--- src/rtl/pipe_stage_reg_pkg.sv ---
// Shared helpers for the parametrised pipeline stage register.
// The entry layout is a macro because packages cannot hold parameterised typedefs.
`ifndef PIPE_ENTRY_T
`define PIPE_ENTRY_T(SW, DW) struct packed { logic valid; logic [(SW)-1:0] src; logic [(DW)-1:0] data; }
`endif

package pipe_stage_reg_pkg;

  // Index width for n selectable banks, never narrower than one bit.
  function automatic int unsigned sel_width(input int unsigned n);
    return (n > 1) ? $clog2(n) : 1;
  endfunction

endpackage

--- src/rtl/pipe_sat_counter.sv ---
// Saturating up-counter used for stage performance debug.
module pipe_sat_counter #(
  parameter int unsigned CNT_W = 16
) (
  input  logic             clk,
  input  logic             rst,
  input  logic             inc,
  output logic [CNT_W-1:0] count
);

  always_ff @(posedge clk or posedge rst) begin
    if (rst) begin
      count <= '0;
    end else if (inc && (count != '1)) begin
      count <= count + CNT_W'(1);
    end
  end

endmodule

--- src/rtl/pipe_stage_reg.sv ---
// Pipeline stage register: banked payload capture, valid/ready handshake with
// optional skid entry, flush, and saturating stall/bubble counters.
module pipe_stage_reg
  import pipe_stage_reg_pkg::*;
#(
  parameter int unsigned DATA_W  = 160,
  parameter int unsigned NUM_SRC = 2,
  parameter int unsigned SKID    = 1,
  parameter int unsigned CNT_W   = 16
) (
  input  logic                               clk,
  input  logic                               rst,
  input  logic                               flush,
  input  logic                               in_valid,
  output logic                               in_ready,
  input  logic [sel_width(NUM_SRC)-1:0]      in_sel,
  input  logic [NUM_SRC*DATA_W-1:0]          in_data,
  output logic                               out_valid,
  input  logic                               out_ready,
  output logic [DATA_W-1:0]                  out_data,
  output logic [sel_width(NUM_SRC)-1:0]      out_src,
  output logic [CNT_W-1:0]                   stall_cnt,
  output logic [CNT_W-1:0]                   bubble_cnt
);

  localparam int unsigned SEL_W = sel_width(NUM_SRC);

  typedef `PIPE_ENTRY_T(SEL_W, DATA_W) entry_t;

  entry_t cap;
  entry_t main_q;
  logic   accept;

  // Out-of-range selects fall through to bank 0 with src 0.
  always_comb begin
    cap       = '0;
    cap.valid = 1'b1;
    cap.data  = in_data[DATA_W-1:0];
    for (int unsigned k = 1; k < NUM_SRC; k++) begin
      if (in_sel == SEL_W'(k)) begin
        cap.src  = SEL_W'(k);
        cap.data = in_data[k*DATA_W +: DATA_W];
      end
    end
  end

  assign accept = in_valid & in_ready & ~flush;

  if (SKID != 0) begin : g_skid
    entry_t skid_q;

    assign in_ready = ~skid_q.valid;

    // Skid only fills while main is stalled, so main always drains it first.
    always_ff @(posedge clk or posedge rst) begin
      if (rst) begin
        main_q <= '0;
        skid_q <= '0;
      end else if (flush) begin
        main_q <= '0;
        skid_q <= '0;
      end else if (!main_q.valid || out_ready) begin
        main_q <= skid_q.valid ? skid_q : (accept ? cap : entry_t'('0));
        skid_q <= '0;
      end else if (accept) begin
        skid_q <= cap;
      end
    end
  end else begin : g_noskid
    assign in_ready = ~main_q.valid | out_ready;

    always_ff @(posedge clk or posedge rst) begin
      if (rst) begin
        main_q <= '0;
      end else if (flush) begin
        main_q <= '0;
      end else if (accept) begin
        main_q <= cap;
      end else if (out_ready) begin
        main_q <= '0;
      end
    end
  end

  assign out_valid = main_q.valid;
  assign out_data  = main_q.valid ? main_q.data : '0;
  assign out_src   = main_q.valid ? main_q.src  : '0;

  pipe_sat_counter #(.CNT_W(CNT_W)) u_stall_cnt (
    .clk   (clk),
    .rst   (rst),
    .inc   (main_q.valid & ~out_ready),
    .count (stall_cnt)
  );

  pipe_sat_counter #(.CNT_W(CNT_W)) u_bubble_cnt (
    .clk   (clk),
    .rst   (rst),
    .inc   (~main_q.valid),
    .count (bubble_cnt)
  );

endmodule

--- config.mk ---
export PLATFORM = sky130hd
export DESIGN_NAME = pipe_stage_reg
export DESIGN_NICKNAME = d
export VERILOG_FILES = /design/src/rtl/pipe_stage_reg_pkg.sv /design/src/rtl/pipe_sat_counter.sv /design/src/rtl/pipe_stage_reg.sv
export SDC_FILE = /design/constraint.sdc
export NUM_CORES = 1
export LEC_CHECK = 0
export CAP_MARGIN = 10
export CELL_PAD_IN_SITES_DETAIL_PLACEMENT = 1
export CELL_PAD_IN_SITES_GLOBAL_PLACEMENT = 1
export CORE_MARGIN = 3
export CORE_UTILIZATION = 30
export CTS_CLUSTER_DIAMETER = 120
export DETAILED_ROUTE_END_ITERATION = 8
export PLACE_DENSITY = 0.77
export SLEW_MARGIN = 15
export SYNTH_ARGS = -nofsm -noshare
export SYNTH_HDL_FRONTEND = slang
export SYNTH_SLANG_ARGS = --single-unit
--- constraint.sdc ---
create_clock -name clk -period 32.4 [get_ports clk]
set_input_delay 3.24 -clock clk [delete_from_list [all_inputs] [get_ports clk]]
set_output_delay 3.24 -clock clk [all_outputs]
set_load 0.005 [all_outputs]
==> results_tabular.tex <==
\begin{tabular}{lr}
\hline
Metric & Value \\
\hline
\multicolumn{2}{l}{\textbf{Timing}} \\
Hold slack & 0.481 ns \\
Transition at the pin with the smallest max-transition slack & 1.12 ns \\
Maximum clock frequency & 0.155 GHz \\
Period minus WS final & 6.44 ns \\
Fin. Hold Viols & 0 \\
Post-route worst setup slack & 25.96 ns \\
Post-route clock period utilization & 19.9\% \\
RSZ-0062 raised after global routing & no \\
Final-layout setup total negative slack & 0 ns \\
Max-slew violation count & 0 \\
Clk\_skew & 0.0163 ns \\
Relative slew slack & 25.3\% \\
Total of endpoints with negative setup slack in the final report & 0 \\
\multicolumn{2}{l}{\textbf{Placement}} \\
Detail Placement HPWL & 42,100 µm \\
Post-place instance area & 23,500 µm² \\
Count of port buffers added during placement & 520 \\
Placed Cells & 2,976 \\
Final weighted congestion in routability-driven placement & 0.814 \\
Worst setup slack after placement & 25.82 ns \\
\multicolumn{2}{l}{\textbf{Synth}} \\
XOR/XNOR share of the synthesized area & 1.17\% \\
Post-synth net total & 2,162 \\
Proportion of synthesized area in mux cells & 9.24\% \\
Summed instance area of the synthesized netlist & 17,800 µm² \\
Combinational family with the most area after synthesis & simple AND/OR/NAND/NOR gates \\
Share of synthesized registers carrying an async set or reset & 100\% \\
Sequential share of the synthesized area & 50.0\% \\
Number of enable-type register cells in the synthesized netlist & 0 \\
Synth warn & 0 \\
Syn Area/Cell & 9.72 µm² \\
Instance count of the mapped netlist & 1,834 \\
Distinct cells, synth & 51 \\
Fraction of the mapped netlist area in simple logic gates & 19.8\% \\
Share of synthesized cell area in full adder, half adder and majority cells & 0.140\% \\
Synthesized-area fraction occupied by ao, oa, aoi and oai cells & 15.6\% \\
Count of state elements after synthesis & 356 \\
Top flip-flop cell by instance count after synthesis & sky130\_fd\_sc\_hd\_\_dfrtp\_1 \\
\multicolumn{2}{l}{\textbf{Detailed routing}} \\
Post-DR vias/cell & 5.14 \\
Wirelength per Cell & 20.3 µm \\
Total via count in the routed design & 15,700 \\
Final wirelength & 62,100 µm \\
Remaining DRCs & 0 \\
Number of iterations in the first detailed-routing pass & 5 \\
Violation count after the first detailed-routing iteration & 955 \\
Number of nets with antenna violations after detailed routing & 0 \\
\multicolumn{2}{l}{\textbf{Layout}} \\
Area growth, synth to finish & 39.8\% \\
Share of cells above drive strength 1 & 5.81\% \\
Most common library cell in the layout ignoring fill and taps & sky130\_fd\_sc\_hd\_\_clkdlybuf4s50\_1 \\
Highest-count cells in the layout ignoring fill and taps & sky130\_fd\_sc\_hd\_\_clkdlybuf4s50\_1, sky130\_fd\_sc\_hd\_\_dfrtp\_1, sky130\_fd\_sc\_hd\_\_nor2\_1, sky130\_fd\_sc\_hd\_\_and2\_1, sky130\_fd\_sc\_hd\_\_mux2i\_1 \\
Final instance area & 24,900 µm² \\
Post-Route Utilization & 42.8\% \\
Number of nets in the final layout & 2,583 \\
Number of antenna diodes & 0 \\
Post-route insts no fill & 3,053 \\
\multicolumn{2}{l}{\textbf{Clock network}} \\
Clk Latency, worst-skew pair & 0.55 ns \\
Max H-tree Level & 2 \\
TritonCTS clock tree & built \\
Clock Pin Slew Worst Setup and Hold Paths & 0.06 ns \\
Clock sink count & 356 \\
Number of setup buffers added after CTS & 0 \\
Clock buffer depth & 3 \\
CTS root buffer & sky130\_fd\_sc\_hd\_\_clkbuf\_16 \\
Total CTS buffers & 42 \\
Post-CTS Hold Fix Bufs & 0 \\
Cts repair resizes & 0 \\
\multicolumn{2}{l}{\textbf{Pwr}} \\
Post-layout power & 1.16 mW \\
Power per unit of standard cell area & 46.7 nW/µm² \\
Worst vdd ir & 0.0293 mV \\
Internal Power & 0.859 mW \\
Net switching power & 0.303 mW \\
Clock network power share & 42.6\% \\
Leakage power & 10.8 nW \\
Comb power frac & 15.5\% \\
Sequential share of power & 42.0\% \\
Net switching fraction of the power & 26.1\% \\
\multicolumn{2}{l}{\textbf{Die}} \\
Std-Cell Rows & 88 \\
Placeable core region & 58,200 µm² \\
Die area & 62,400 µm² \\
Vertical extent of the die & 250 µm \\
Starting density of the core & 30.6\% \\
X dimension of the die & 250 µm \\
Number of ports placed on the die boundary & 521 \\
\multicolumn{2}{l}{\textbf{Global routing}} \\
Remaining global-route overflow & 0 \\
Vias in the first global route & 16,900 \\
Initial antenna violation count & 0 \\
GRT Resource Usage Total & 19.3\% \\
Maximum number of pins on one net before global-route repair & 132 \\
Global-route wire length before repair & 98,200 µm \\
\multicolumn{2}{l}{\textbf{Worst setup path}} \\
Data required time at the worst endpoint & 29.16 ns \\
Worst-path cell chain & buf\_4, and2\_1, clkdlybuf4s50\_1 \\
Slowest library cell on the worst path & sky130\_fd\_sc\_hd\_\_dfrtp\_4 \\
Slowest cell delay on critical path & 0.93 ns \\
Family with the most delay on the worst path & buffers and inverters \\
Data arrival time of the critical path & 3.20 ns \\
Kind of end point of the critical path & output pin \\
WS Path Type & flop to output pin \\
Maximum fanout along the worst path & 90 \\
Worst path bufs/invs & 2 \\
Nature of the critical path startpoint & flop \\
\multicolumn{2}{l}{\textbf{Run status}} \\
Outcome & complete, no violations \\
\multicolumn{2}{l}{\textbf{Run}} \\
Max\_cap viols & 0 \\
\multicolumn{2}{l}{\textbf{Worst hold path}} \\
Type of the most critical hold path & flop to flop \\
\hline
\end{tabular}
[power groups by stage]
stage	combinational, mW	clock (mW)	sequential (mW)
3_3_place_gp	0.176	0	0.494
4_1_cts	0.183	0.509	0.488
3_5_place_dp	0.182	0	0.496
6_report	0.180	0.495	0.488
2_1_floorplan	0.0865	0	0.489
5_1_grt	0.196	0.526	0.491
[layout make-up]
cell class,count,area (µm²)
clock buffers,62,1260
clock inverters,15,181
fillers,6532,33300
inverters,3,18.8
multi-input cells,1313,8220
flip-flops and latches,356,8920
well taps,765,957
repair buffers,539,5350
[kinds of logic after synthesis]
kind of cell	Yosys count
AO/OA/AOI/OAI	403
adder cells (fa/ha/maj)	2
XOR/XNOR	23
multiplexers	164
AND/OR/NAND/NOR	721
buffers and inverters	165
flip-flops	356
[synth_stat cells (all sizes together), types with 3 or more instances]
library cell / instances / share of area, %
a211oi: 90 / 3.8
a21oi: 3 / 0.084
a22o: 89 / 4.4
and2: 163 / 5.7
and4: 4 / 0.20
buf: 49 / 1.6
clkbuf: 113 / 2.4
dfrtp: 356 / 50
inv: 3 / 0.063
mux2: 4 / 0.25
mux2i: 160 / 9.0
nand2: 154 / 3.2
nand2b: 4 / 0.14
nand3: 7 / 0.20
nand4: 10 / 0.39
nor2: 260 / 5.5
nor3: 99 / 3.6
nor3b: 3 / 0.13
nor4: 6 / 0.25
o211ai: 72 / 3.0
o21ai: 142 / 4.0
xnor2: 6 / 0.34
xor2: 17 / 0.84
[worst paths after layout]
| path | from | endpoint | slack [ns] | cells past startpoint |
|---|---|---|---|---|
| worst max-delay path | out_valid | out_data[64] | 25.96 | 3 |
| worst min-delay path | g_skid.skid_q[38] | g_skid.skid_q[38] | 0.48 | 2 |
| worst max register to register | out_valid | g_skid.skid_q[89] | 28.66 | 5 |
| worst min register to register | g_skid.skid_q[38] | g_skid.skid_q[38] | 0.48 | 2 |
| max in group asynchronous | rst | g_skid.skid_q[99] | 26.65 | 4 |
| min in group asynchronous | rst | main_q[36] | 3.22 | 2 |
[state kept, by name, summed over array words and instances (netlist names)]
name                cells
g_skid.skid_q         162
main_q                161
out_valid               1
u_bubble_cnt.count     16
u_stall_cnt.count      16
[worst reg2reg max path: cells and delay by family, from the launching register on]
kind	cells	cell delay, ns
AND/OR/NAND/NOR	2	0.92
flip-flops	1	0.93
AO/OA/AOI/OAI	2	1.01
buffers and inverters	1	0.78
[metal layers]
metal  part of all wire, %  vias to the layer above  track usage (%)
met2                    51                      414             34.3
li1                      -                     7263                -
met4                   2.7                        0             5.92
met3                   4.9                       86             3.37
met1                    41                     7926             23.8
met5                     0                        -                0
(Power assumes the default switching activity.)
